`config.mk`:
```
export PLATFORM = sky130hd
export DESIGN_NAME = out_packet_arbiter_flat
export DESIGN_NICKNAME = d
export VERILOG_FILES = /design/src/rtl/out_packet_arbiter_if.sv /design/src/rtl/out_packet_arbiter.sv /design/src/flat_wrapper.sv
export SDC_FILE = /design/constraint.sdc
export NUM_CORES = 1
export LEC_CHECK = 0
export CAP_MARGIN = 10
export CORE_MARGIN = 1.5
export CORE_UTILIZATION = 58
export CTS_CLUSTER_SIZE = 30
export DETAILED_ROUTE_END_ITERATION = 10
export DONT_BUFFER_PORTS = 1
export GPL_TIMING_DRIVEN = 0
export PLACE_DENSITY = 0.74
export SYNTH_ARGS = -nofsm -noshare
export SYNTH_HDL_FRONTEND = slang
export SYNTH_SLANG_ARGS = --single-unit
```
`constraint.sdc`:
```
create_clock -name mon_clk -period 2.66 [get_ports mon_clk]
set_input_delay 0.532 -clock mon_clk [delete_from_list [all_inputs] [get_ports mon_clk]]
set_output_delay 0.532 -clock mon_clk [all_outputs]
set_load 0.01 [all_outputs]
```
`src/rtl/out_packet_arbiter_if.sv`:
```
// Packet-source / Sender handshake bundle for out_packet_arbiter.
// master: the arbiter side; slave: sources and Sender.
interface out_packet_arbiter_if;
  logic        pwr_req;
  logic        kb_req;
  logic [39:0] kb_data;
  logic        kb_done;
  logic        mic_req;
  logic [39:0] mic_data;
  logic        mic_done;
  logic [39:0] out_data;
  logic        out_valid;
  logic        out_retrieved;
  logic        drop_pulse;

  modport master (
    input  pwr_req, kb_req, kb_data, mic_req, mic_data, out_retrieved,
    output kb_done, mic_done, out_data, out_valid, drop_pulse
  );

  modport slave (
    output pwr_req, kb_req, kb_data, mic_req, mic_data, out_retrieved,
    input  kb_done, mic_done, out_data, out_valid, drop_pulse
  );
endinterface

```
`src/rtl/out_packet_arbiter.sv`:
```
// Shares the monitor-link Sender among power-on, keyboard/mouse and mic packet sources.
// Optional ARB_STATS_EN adds saturating sent/drop counters.
module out_packet_arbiter #(
  parameter logic [39:0] POWER_ON_PKT = 40'hC0_0000_0000,
  parameter int unsigned GAP          = 2,
  parameter int unsigned ACK_TIMEOUT  = 16384,
  parameter int unsigned MAX_RETRY    = 3
) (
  input  logic                 mon_clk,
  input  logic                 hw_reset_n,
  out_packet_arbiter_if.master bus_io
`ifdef ARB_STATS_EN
  ,
  output logic [15:0]          stat_kb_sent,
  output logic [15:0]          stat_mic_sent,
  output logic [7:0]           stat_drops
`endif
);

  typedef enum logic [1:0] {StIdle, StLoad, StOffer, StGap} state_e;
  typedef enum logic [1:0] {SrcPwr, SrcKb, SrcMic} src_e;

  localparam logic [15:0] TimerLast = 16'(ACK_TIMEOUT - 1);
  localparam logic [2:0]  RetryMax  = 3'(MAX_RETRY);
  localparam logic [3:0]  GapLast   = 4'(GAP - 1);

  state_e      state_q;
  src_e        owner_q;
  src_e        rr_last_q;
  logic [39:0] out_data_q;
  logic        out_valid_q;
  logic        kb_done_q;
  logic        mic_done_q;
  logic        drop_q;
  logic        pwr_pend_q;
  logic        retry_pend_q;
  logic [15:0] timer_q;
  logic [2:0]  retry_q;
  logic [3:0]  gap_cnt_q;

  logic grant_valid;
  src_e grant_src;
  logic offer_ok;
  logic offer_drop;
  logic consume;

  always_comb begin
    grant_valid = 1'b1;
    grant_src   = SrcPwr;
    if (pwr_pend_q) begin
      grant_src = SrcPwr;
    end else if (bus_io.kb_req && bus_io.mic_req) begin
      grant_src = (rr_last_q == SrcMic) ? SrcKb : SrcMic;
    end else if (bus_io.kb_req) begin
      grant_src = SrcKb;
    end else if (bus_io.mic_req) begin
      grant_src = SrcMic;
    end else begin
      grant_valid = 1'b0;
    end
  end

  // A retrieve in the timeout cycle still counts as success.
  assign offer_ok   = (state_q == StOffer) && bus_io.out_retrieved;
  assign offer_drop = (state_q == StOffer) && !bus_io.out_retrieved &&
                      (timer_q == TimerLast) && (retry_q == RetryMax);
  assign consume    = offer_ok || offer_drop;

  always_ff @(posedge mon_clk or negedge hw_reset_n) begin
    if (!hw_reset_n) begin
      state_q      <= StIdle;
      owner_q      <= SrcPwr;
      rr_last_q    <= SrcMic;
      out_data_q   <= '0;
      out_valid_q  <= 1'b0;
      kb_done_q    <= 1'b0;
      mic_done_q   <= 1'b0;
      drop_q       <= 1'b0;
      pwr_pend_q   <= 1'b0;
      retry_pend_q <= 1'b0;
      timer_q      <= '0;
      retry_q      <= '0;
      gap_cnt_q    <= '0;
    end else begin
      kb_done_q  <= 1'b0;
      mic_done_q <= 1'b0;
      drop_q     <= 1'b0;

      if (consume) begin
        kb_done_q  <= (owner_q == SrcKb);
        mic_done_q <= (owner_q == SrcMic);
        if (owner_q != SrcPwr) rr_last_q <= owner_q;
        if (owner_q == SrcPwr) pwr_pend_q <= 1'b0;
      end
      // A fresh pulse on the consume edge is a new request and wins over the clear.
      if (bus_io.pwr_req) pwr_pend_q <= 1'b1;

      unique case (state_q)
        StIdle: begin
          if (grant_valid) begin
            owner_q <= grant_src;
            state_q <= StLoad;
          end
        end
        StLoad: begin
          // Retries re-offer the latched copy; the source may have moved on.
          if (!retry_pend_q) begin
            case (owner_q)
              SrcKb:   out_data_q <= bus_io.kb_data;
              SrcMic:  out_data_q <= bus_io.mic_data;
              default: out_data_q <= POWER_ON_PKT;
            endcase
          end
          out_valid_q  <= 1'b1;
          timer_q      <= '0;
          retry_pend_q <= 1'b0;
          state_q      <= StOffer;
        end
        StOffer: begin
          gap_cnt_q <= '0;
          if (bus_io.out_retrieved) begin
            out_valid_q <= 1'b0;
            retry_q     <= '0;
            state_q     <= StGap;
          end else if (timer_q == TimerLast) begin
            out_valid_q <= 1'b0;
            state_q     <= StGap;
            if (retry_q == RetryMax) begin
              drop_q  <= 1'b1;
              retry_q <= '0;
            end else begin
              retry_q      <= retry_q + 3'd1;
              retry_pend_q <= 1'b1;
            end
          end else begin
            timer_q <= timer_q + 16'd1;
          end
        end
        StGap: begin
          if (gap_cnt_q == GapLast) begin
            state_q <= retry_pend_q ? StLoad : StIdle;
          end else begin
            gap_cnt_q <= gap_cnt_q + 4'd1;
          end
        end
        default: state_q <= StIdle;
      endcase
    end
  end

  assign bus_io.out_data   = out_data_q;
  assign bus_io.out_valid  = out_valid_q;
  assign bus_io.kb_done    = kb_done_q;
  assign bus_io.mic_done   = mic_done_q;
  assign bus_io.drop_pulse = drop_q;

`ifdef ARB_STATS_EN
  logic [15:0] stat_kb_q;
  logic [15:0] stat_mic_q;
  logic [7:0]  stat_drop_q;

  always_ff @(posedge mon_clk or negedge hw_reset_n) begin
    if (!hw_reset_n) begin
      stat_kb_q   <= '0;
      stat_mic_q  <= '0;
      stat_drop_q <= '0;
    end else begin
      if (offer_ok && (owner_q == SrcKb) && (stat_kb_q != '1)) stat_kb_q <= stat_kb_q + 16'd1;
      if (offer_ok && (owner_q == SrcMic) && (stat_mic_q != '1)) begin
        stat_mic_q <= stat_mic_q + 16'd1;
      end
      if (offer_drop && (stat_drop_q != '1)) stat_drop_q <= stat_drop_q + 8'd1;
    end
  end

  assign stat_kb_sent  = stat_kb_q;
  assign stat_mic_sent = stat_mic_q;
  assign stat_drops    = stat_drop_q;
`endif

endmodule

```
`src/flat_wrapper.sv`:
```
// flat-port wrapper written by rule: the top's interface ports become plain ports
module out_packet_arbiter_flat 
#(
  parameter logic [39:0] POWER_ON_PKT = 40'hC0_0000_0000,
  parameter int unsigned GAP          = 2,
  parameter int unsigned ACK_TIMEOUT  = 16384,
  parameter int unsigned MAX_RETRY    = 3
)
  (mon_clk, hw_reset_n, bus_io_pwr_req, bus_io_kb_req, bus_io_kb_data, bus_io_mic_req, bus_io_mic_data, bus_io_out_retrieved, bus_io_kb_done, bus_io_mic_done, bus_io_out_data, bus_io_out_valid, bus_io_drop_pulse);
  out_packet_arbiter_if bus_io_i ();
  input  logic mon_clk;
  input  logic hw_reset_n;
  input wire logic [$bits(bus_io_i.pwr_req)-1:0] bus_io_pwr_req;
  input wire logic [$bits(bus_io_i.kb_req)-1:0] bus_io_kb_req;
  input wire logic [$bits(bus_io_i.kb_data)-1:0] bus_io_kb_data;
  input wire logic [$bits(bus_io_i.mic_req)-1:0] bus_io_mic_req;
  input wire logic [$bits(bus_io_i.mic_data)-1:0] bus_io_mic_data;
  input wire logic [$bits(bus_io_i.out_retrieved)-1:0] bus_io_out_retrieved;
  output wire logic [$bits(bus_io_i.kb_done)-1:0] bus_io_kb_done;
  output wire logic [$bits(bus_io_i.mic_done)-1:0] bus_io_mic_done;
  output wire logic [$bits(bus_io_i.out_data)-1:0] bus_io_out_data;
  output wire logic [$bits(bus_io_i.out_valid)-1:0] bus_io_out_valid;
  output wire logic [$bits(bus_io_i.drop_pulse)-1:0] bus_io_drop_pulse;
  assign bus_io_i.pwr_req = bus_io_pwr_req;
  assign bus_io_i.kb_req = bus_io_kb_req;
  assign bus_io_i.kb_data = bus_io_kb_data;
  assign bus_io_i.mic_req = bus_io_mic_req;
  assign bus_io_i.mic_data = bus_io_mic_data;
  assign bus_io_i.out_retrieved = bus_io_out_retrieved;
  assign bus_io_kb_done = bus_io_i.kb_done;
  assign bus_io_mic_done = bus_io_i.mic_done;
  assign bus_io_out_data = bus_io_i.out_data;
  assign bus_io_out_valid = bus_io_i.out_valid;
  assign bus_io_drop_pulse = bus_io_i.drop_pulse;
  out_packet_arbiter #(.POWER_ON_PKT(POWER_ON_PKT), .GAP(GAP), .ACK_TIMEOUT(ACK_TIMEOUT), .MAX_RETRY(MAX_RETRY)) u_core (.mon_clk(mon_clk), .hw_reset_n(hw_reset_n), .bus_io(bus_io_i));
endmodule
```
==> results of run 1 <==
## Yosys cell counts (3+ instances only)
cell | instances | share of area [%]
nor4_1 | 3 | 0.50
a22oi_1 | 41 | 8.3
inv_1 | 10 | 1.0
a21oi_1 | 5 | 0.67
nand2_1 | 62 | 6.3
a31oi_1 | 4 | 0.67
clkbuf_1 | 20 | 2.0
nor2b_1 | 5 | 0.84
nand4_1 | 6 | 1.0
o211ai_1 | 5 | 1.0
nand2b_1 | 5 | 0.84
dfrtp_1 | 74 | 50
o31ai_1 | 3 | 0.60
o21ai_0 | 48 | 6.5
o21a_1 | 5 | 1.0
nor2_1 | 13 | 1.3
ha_1 | 11 | 3.7
nand3_1 | 14 | 1.9
or4_1 | 3 | 0.60
mux2i_1 | 5 | 1.3
## routing by layer
layer	share of wire, %	GRT usage, %
met1	45	38.04
met5	0	0
met3	6.6	5.070
met2	47	37.32
met4	1.3	9.394
## report_power, final
group          internal, uW  switching [uW]  leakage, uW
clock                   469             453     0.000107
combinational           486             870     0.000610
sequential             1480             379      0.00100
total                  2430            1700      0.00172
## flip-flops by register name, summed over array words and instances (netlist names)
| register | flops |
|---|---|
| u_core.bus_io.drop_pulse | 1 |
| u_core.bus_io.kb_done | 1 |
| u_core.bus_io.mic_done | 1 |
| u_core.bus_io.out_data | 40 |
| u_core.bus_io.out_valid | 1 |
| u_core.gap_cnt_q | 4 |
| u_core.owner_q | 2 |
| u_core.pwr_pend_q | 1 |
| u_core.retry_pend_q | 1 |
| u_core.retry_q | 3 |
| u_core.rr_last_q | 2 |
| u_core.state_q | 2 |
| u_core.timer_q | 16 |
## final timing paths
check                                              to  cells past startpoint
setup reg to reg                   u_core.timer_q[13]                      7
max in group asynchronous         u_core.rr_last_q[1]                      1
hold / removal             u_core.bus_io.out_data[27]                      1
setup / recovery                   u_core.timer_q[13]                      7
min in group mon_clk                u_core.pwr_pend_q                      1
hold reg to reg                     u_core.retry_q[1]                      1
## cells by family (layout without fill, tap and decap cells)
logic type,Yosys count,in the layout
compound gates,127,127
simple gates,127,127
flops,75,75
buf+inv,33,51
fa+ha+maj,11,11
mux,6,6
xor+xnor,2,2
## final cells by class
cell class / count / share of cell area [%]
flip-flops and latches: 75 / 46.17
multi-input cells: 273 / 41.80
clock buffers: 10 / 3.384
plain buffers: 23 / 2.615
well taps: 77 / 2.369
clock inverters: 6 / 1.815
repair buffers: 2 / 0.9228
inverters: 10 / 0.9228
## critical path, stage by stage, from the launching register on
cell	delay [ps]
dfrtp_1	410
inv_1	130
ha_1	150
buf_2	180
nand3b_1	170
nor4_1	730
a21oi_1	160
a311oi_1	260
## per-stage QoR
step | cells | cell area [um^2] | utilization (%)
after detailed placement | 458 | 3819 | 60.83
after floorplan | 381 | 3722 | -
final | 476 | 4068 | 64.80
after CTS | 475 | 4058 | 64.64
after global routing | 476 | 4068 | 64.80
after global placement | 458 | 3819 | 60.83
==> results.cfg, run 1 <==
[global_routing]
grt-ovfl-total = 0
grt_pass1_wl_mm = 14.12
grt_pass1_vias = 2818
grt_max_degree = 75
track_usage_pct = 25.56
antenna_found_initial = 0

[yosys]
yosysWarnings = 0
synth.area.mux_share_pct = 1.647
synth_edf_count = 0
synth_ff_type = dfrtp_1
yosysSeqAreaShare_pct = 50.45
ys_ff_latch = 75
synthSimpleGateAreaFrac_pct = 17.48
synth_top_family_by_area = compound AO/OA/AOI/OAI gates
synthXorXnorAreaFrac_pct = 0.4706
synth_compound_area_share_pct = 22.39
async_flop_share_pct = 100.0
synth_cell_types = 52
postSynthAreaPerCell_um2 = 9.770
synthAdderAreaFrac_pct = 3.697
synthesis.area_um2 = 3722
syn_inst = 381
synth_nets = 478

[routing]
wirelength_mm = 8.621
drc = 0
drt_pass1_iterations = 5
post_drt_wl_per_cell_um = 18.11
vias = 3045
detail-route-antenna-nets = 0
vias_per_cell = 6.397
drtIter0Drc = 263

[sta]
timing.hold.ws_ps = 72.75
setup_tns_ps = 0
maxSlewHeadroom_pct = 43.72
setup_slack_ps = 375.2
finalSetupViolCount = 0
drv_slew = 0
min_period_ps = 2285
rsz0062_at_grt = false
max_freq_ghz = 0.4377
hold_violations = 0
worstMarginPinSlew_ps = 836.6
worst_clock_skew_ps = 11.70
fin_crit_sh_pct = 85.89

[setup_path]
critPathLaunch = u_core.state_q[0]
cp.required_ps = 2910
critPathArrivalTime_ps = 2540
startpoint_type = flip-flop
r2r_slack_ps = 380
cp-end-kind = flip-flop
timing.rr.start = u_core.state_q[0]
crit_path_max_fanout = 9
criticalPathCategory = reg -> reg

[placed_design]
place_congestion = 0.8473
dp_slack_ps = 437.4
place.detailed.hpwl_mm = 6.068
numPortBuffers = 0

[hold_path]
hold_path_class = in -> async

[clock_tree]
cts_setup_buffers = 0
htreeDepth = 3
clkTransAtPathRegs_ps = 90
cts_resized = 0
clock_sinks = 75
hold_buffers = 1
cts.path.max_buffers = 2
cts-buffers-inserted = 9
cts_root_buffer = clkbuf_8
cts_tree = built
clk_latency_ps = 350

[die]
core_area_um2 = 6277
dieArea_um2 = 6907
floorplan.initialDensity_pct = 59.30
pin_count = 130
rows = 29
dieHeight_um = 83.11
die_w_um = 83.11

[finish]
diodes = 0
layout-drive-gt1-share_pct = 8.020
n_fill_cell = 528
final_cell_mix = 74 x dfrtp_1, 62 x nand2_1, 48 x o21ai_0
fin_nets = 491
layout_commonest_cell = dfrtp_1
register_area_um2 = 1878
multi_input_area_um2 = 1700
area_growth_pct = 9.277

[power]
peakVddDrop_v = 0.0006600
power.density_nw_per_um2 = 1017
leakage_uw = 0.001722
total_power_uw = 4136

[run]
max_cap_viol_count = 0

[status]
status = finished, final reports clean
No activity file was read; power rests on OpenSTA's default activity.
==> inputs of run 2 (changes only) <==
==> constraint.sdc (replaced) <==
create_clock -name mon_clk -period 2.66 [get_ports mon_clk]
set_input_delay 0 -clock mon_clk [delete_from_list [all_inputs] [get_ports mon_clk]]
set_output_delay 0 -clock mon_clk [all_outputs]
set_load 0.01 [all_outputs]
==> run 2 against run 1 <==
  * Clock power is 1% higher
  * Die area stayed put
  * Cell count is 18% higher
  * Sequential cell count stayed put
  * Design area is 21% higher
  * Clock skew is 2.4 ps higher
  * Utilization is 14 points higher
  * Register-to-register slack worse by 190 ps
  * Sequential power hardly changed
  * Hold slack worse by 20 ps
  * Clock-buffer cell count stayed put
  * Largest power group is now combinational logic
==> results.cfg, run 2 (synthesis gave the netlist of run 1 again) <==
[status]
status = finished, final reports clean

[routing]
vias = 3611
drtIter0Drc = 314
post_drt_wl_per_cell_um = 20.26
drc = 0
wirelength_mm = 11.41
vias_per_cell = 6.414
drt_pass1_iterations = 5
detail-route-antenna-nets = 0

[placed_design]
numPortBuffers = 0
place_congestion = 0.8473
dp.cells = 458
dp_slack_ps = 437.4
place.detailed.hpwl_mm = 6.068
placed_cell_area_um2 = 3819

[clock_tree]
clock_sinks = 75
clk_latency_ps = 360
cts_tree = built
cts_setup_buffers = 0
cts.path.max_buffers = 2
cts-buffers-inserted = 9
cts_root_buffer = clkbuf_8
htreeDepth = 3
clkTransAtPathRegs_ps = 80

[run]
max_cap_viol_count = 0

[power]
peakVddDrop_v = 0.0007001
leakage_uw = 0.002014
power.density_nw_per_um2 = 960.3

[setup_path]
critPathArrivalTime_ps = 2730
criticalPathCategory = reg -> reg
crit_path_max_fanout = 10
cp.required_ps = 2910
startpoint_type = flip-flop
cp-end-kind = flip-flop

[global_routing]
grt_pass1_wl_mm = 18.25
grt_pass1_vias = 3687
grt_max_degree = 76
grt-ovfl-total = 0
antenna_found_initial = 0
track_usage_pct = 33.70

[finish]
layout-drive-gt1-share_pct = 6.790
fin_area_um2 = 4940
diodes = 0
layout_commonest_cell = dlygate4sd3_1
fin_cells = 563
largest_reg_flops = 40
final_cell_mix = 88 x dlygate4sd3_1, 74 x dfrtp_1, 62 x nand2_1
area_growth_pct = 32.71
fin_nets = 578

[sta]
finalSetupViolCount = 0
setup_tns_ps = 0
min_period_ps = 2475
hold_violations = 0
max_freq_ghz = 0.4041
fin_crit_sh_pct = 93.03
worstMarginPinSlew_ps = 800.3
maxSlewHeadroom_pct = 46.16
rsz0062_at_grt = false
drv_slew = 0
setup_slack_ps = 185.5
worst_clock_skew_ps = 14.11

[die]
core_area_um2 = 6277
dieHeight_um = 83.11
floorplan.initialDensity_pct = 59.30
dieArea_um2 = 6907
rows = 29
pin_count = 130
die_w_um = 83.11

[hold_path]
hold_path_class = in -> reg
==> run 2: cell count changes in the layout (fill, tap and decap cells not counted) <==
cell,change
dlygate4sd3_1,+87
clkbuf_1,-1
clkbuf_2,+1
==> run 2: final timing paths <==
| check | cells after the start | end | start | slack, ps |
|---|---|---|---|---|
| max reg2reg | 7 | u_core.bus_io.out_data[36] | u_core.owner_q[1] | 190 |
| max | 7 | u_core.bus_io.out_data[36] | u_core.owner_q[1] | 190 |
| min reg2reg | 1 | u_core.retry_q[1] | u_core.retry_q[1] | 500 |
| min in group asynchronous | 2 | u_core.bus_io.out_data[30] | hw_reset_n | 230 |
| min | 3 | u_core.owner_q[1] | bus_io_mic_req | 50 |
| max in group asynchronous | 2 | u_core.rr_last_q[1] | hw_reset_n | 2090 |
==> run 2: metrics by stage <==
step	total power (uW)	util (%)	hold WS (ps)
after floorplan	2814	-	-295.6
after global placement	3151	60.83	-293.8
after detailed placement	3199	60.83	-293.7
after CTS	4575	78.67	20.46
after global routing	5014	78.69	102.0
final	4744	78.69	52.92
==> run 2: repair_timing <==
| item | in CTS | in global routing |
|---|---|---|
| hold buffers | 89 | 0 |
| setup endpoints to repair | 0 | 4 |
| gates resized for setup | 0 | 2 |
| hold endpoints to repair | 133 | 0 |
==> run 2: power breakdown <==
group | leakage, uW | internal, uW | switching (uW) | total [uW]
Clock | 0.000107 | 469 | 466 | 935
Sequential | 0.00100 | 1480 | 411 | 1890
Combinational | 0.000902 | 859 | 1060 | 1920
Total | 0.00201 | 2810 | 1940 | 4740
==> run 2: area by class of cell <==
type	count	area, um^2
flip-flops and latches	75	1878
multi-input cells	273	1700
fillers	389	1338
repair buffers	89	908.4
clock buffers	10	137.6
plain buffers	23	107.6
well taps	77	96.34
clock inverters	6	73.82
inverters	10	37.54
==> run 2: routing by layer <==
metal	GRT usage (%)	up-vias	part of all wire (%)	wire length, um
met1	41.23	1751	38	4381
met3	7.654	45	7.6	869
met4	15.91	0	3.8	436
met2	56.69	216	50	5719
li1	-	1599	-	-
met5	0	-	0	0
==> run 2: critical path, stage by stage, from the launching register on <==
cell,delay [ps]
dfrtp_1,440
inv_1,140
ha_1,150
clkbuf_1,210
clkbuf_1,470
a22oi_1,170
dlygate4sd3_1,590
o21ai_0,210
==> inputs of run 3 (changes only) <==
--- a/config.mk
+++ b/config.mk
@@ -13,6 +13,7 @@
 export DONT_BUFFER_PORTS = 1
 export GPL_TIMING_DRIVEN = 0
 export PLACE_DENSITY = 0.74
+export SETUP_SLACK_MARGIN = 0.4
 export SYNTH_ARGS = -nofsm -noshare
 export SYNTH_HDL_FRONTEND = slang
 export SYNTH_SLANG_ARGS = --single-unit
==> run 3 against run 2 <==
  * Global-route usage is 0.88 points higher
  * Setup slack gained 260 ps
  * Clock skew up 4.8 ps
  * Via count is 1.6% higher
  * Utilization is 0.10 points higher
  * Die area unchanged
  * Total power fell by 5.5%
  * First-iteration DRC count is 7.0% higher
  * Sequential power about the same
  * Register-to-register slack improved by 260 ps
  * Critical path type unchanged
  * Largest cell class unchanged
  * Highest routed layer unchanged
==> results.cfg, run 3 (synthesis gave the netlist of run 1 again) <==
[status]
status = finished, final reports clean

[setup_path]
critPathMostFrequentCell = clkbuf_1
cp_cell_sequence = inv_1 > ha_1 > nor2b_1 > nand2_1 > clkbuf_1 > clkbuf_1 > o21ai_0
r2r_slack_ps = 440
startpoint_type = flip-flop
criticalPathCategory = reg -> reg
cp-end-kind = flip-flop
critPathArrivalTime_ps = 2480
slowest_stage = dfrtp_1
crit_path_max_incr_delay_ps = 430
crit_path_max_fanout = 10
cp.required_ps = 2920
rr_worst_depth = 7

[global_routing]
grt-ovfl-total = 0
antenna_found_initial = 0
grt_pass1_vias = 3743
grt_max_degree = 76
grt_pass1_wl_mm = 18.77
track_usage_pct = 34.57

[sta]
rsz0062_at_grt = true
hold_violations = 0
worstMarginPinSlew_ps = 625.0
maxSlewHeadroom_pct = 58.34
drv_slew = 0
worst_clock_skew_ps = 18.89
setup_tns_ps = 0
finalSetupViolCount = 0
fin_crit_sh_pct = 83.39
min_period_ps = 2218
max_freq_ghz = 0.4508

[routing]
detail-route-antenna-nets = 0
wirelength_mm = 11.65
drtIter0Drc = 336
vias = 3670
drc = 0
drt_pass1_iterations = 5
post_drt_wl_per_cell_um = 20.76
vias_per_cell = 6.542

[finish]
fin_nets = 576
diodes = 0
area_growth_pct = 32.87
layout-drive-gt1-share_pct = 8.058
layout_commonest_cell = dlygate4sd3_1
fin_cells = 561
largest_reg_flops = 40
final_cell_mix = 86 x dlygate4sd3_1, 74 x dfrtp_1, 62 x nand2_1
n_fill_cell = 382

[clock_tree]
cts.path.max_buffers = 2
cts_tree = built
cts_root_buffer = clkbuf_8
clk_latency_ps = 360
htreeDepth = 3
cts-buffers-inserted = 9
clock_sinks = 75
clkTransAtPathRegs_ps = 100

[die]
pin_count = 130
die_w_um = 83.11
rows = 29
floorplan.initialDensity_pct = 59.30
dieHeight_um = 83.11
dieArea_um2 = 6907
core_area_um2 = 6277

[placed_design]
dp.cells = 458
place_congestion = 0.8473
place.detailed.hpwl_mm = 6.068
numPortBuffers = 0

[run]
max_cap_viol_count = 0

[power]
power.density_nw_per_um2 = 906.6
peakVddDrop_v = 0.0006108
leakage_uw = 0.002098

[hold_path]
hold-path-cell-count = 4
hold_path_class = in -> reg
run 3: cell type report:
cell class                      count  area, um^2  share of cell area (%)
Tap cell                           77       96.34                   1.948
Clock inverter                      6       73.82                   1.493
Multi-Input combinational cell    273        1715                   34.68
Sequential cell                    75        1878                   37.97
Inverter                           10       37.54                  0.7589
Clock buffer                       10       137.6                   2.783
Timing Repair Buffer               87       888.4                   17.96
Buffer                             23       118.9                   2.403
run 3: final timing paths:
check | from | endpoint
worst max-delay path | u_core.state_q[1] | u_core.bus_io.out_data[24]
worst min-delay path | bus_io_kb_req | u_core.owner_q[0]
worst max register to register | u_core.state_q[1] | u_core.bus_io.out_data[24]
worst min register to register | u_core.retry_q[1] | u_core.retry_q[1]
max in group asynchronous | hw_reset_n | u_core.rr_last_q[1]
min in group asynchronous | hw_reset_n | u_core.bus_io.out_data[24]
run 3: repair_timing:
item                                    4_1_cts  5_1_grt
setup buffers                                 0        0
hold buffers                                 87        0
endpoints found under the hold margin       133        0
endpoints found under the setup margin        0       15
resized for setup                             0       18
run 3: stage by stage:
stage               hold WS (ps)  total power [uW]  util, %  worst slack [ps]  area, um^2
floorplan                 -295.6              2814        -             819.4        3722
global placement          -293.8              3151    60.83             493.4        3819
detailed placement        -293.7              3199    60.83             437.4        3819
CTS                        14.83              4318    78.35             413.0        4918
global route               64.59              4742    78.79             359.9        4946
finish                     40.74              4484    78.79             441.9        4946
run 3: worst max-delay path, delay by kind of cell, from the launching register on:
| kind | cells | cell delay (ps) |
|---|---|---|
| adders and majority gates | 1 | 270 |
| and+or+nand+nor | 2 | 500 |
| buffers and inverters | 3 | 630 |
| DFF | 1 | 430 |
| AOI/OAI and AO/OA | 1 | 300 |
run 3: per-layer routing:
metal	vias up	share of wire [%]	GRT usage, %
li1	1596	-	-
met1	1775	38	42.75
met2	242	49	54.92
met3	57	8.1	8.748
met4	0	4.9	20.61
met5	-	0	0
run 3: where the power goes:
| group | internal, uW | switching (uW) | total [uW] |
|---|---|---|---|
| Clock | 469 | 463 | 932 |
| Sequential | 1480 | 406 | 1880 |
| Combinational | 643 | 1020 | 1670 |
| Total | 2590 | 1890 | 4480 |
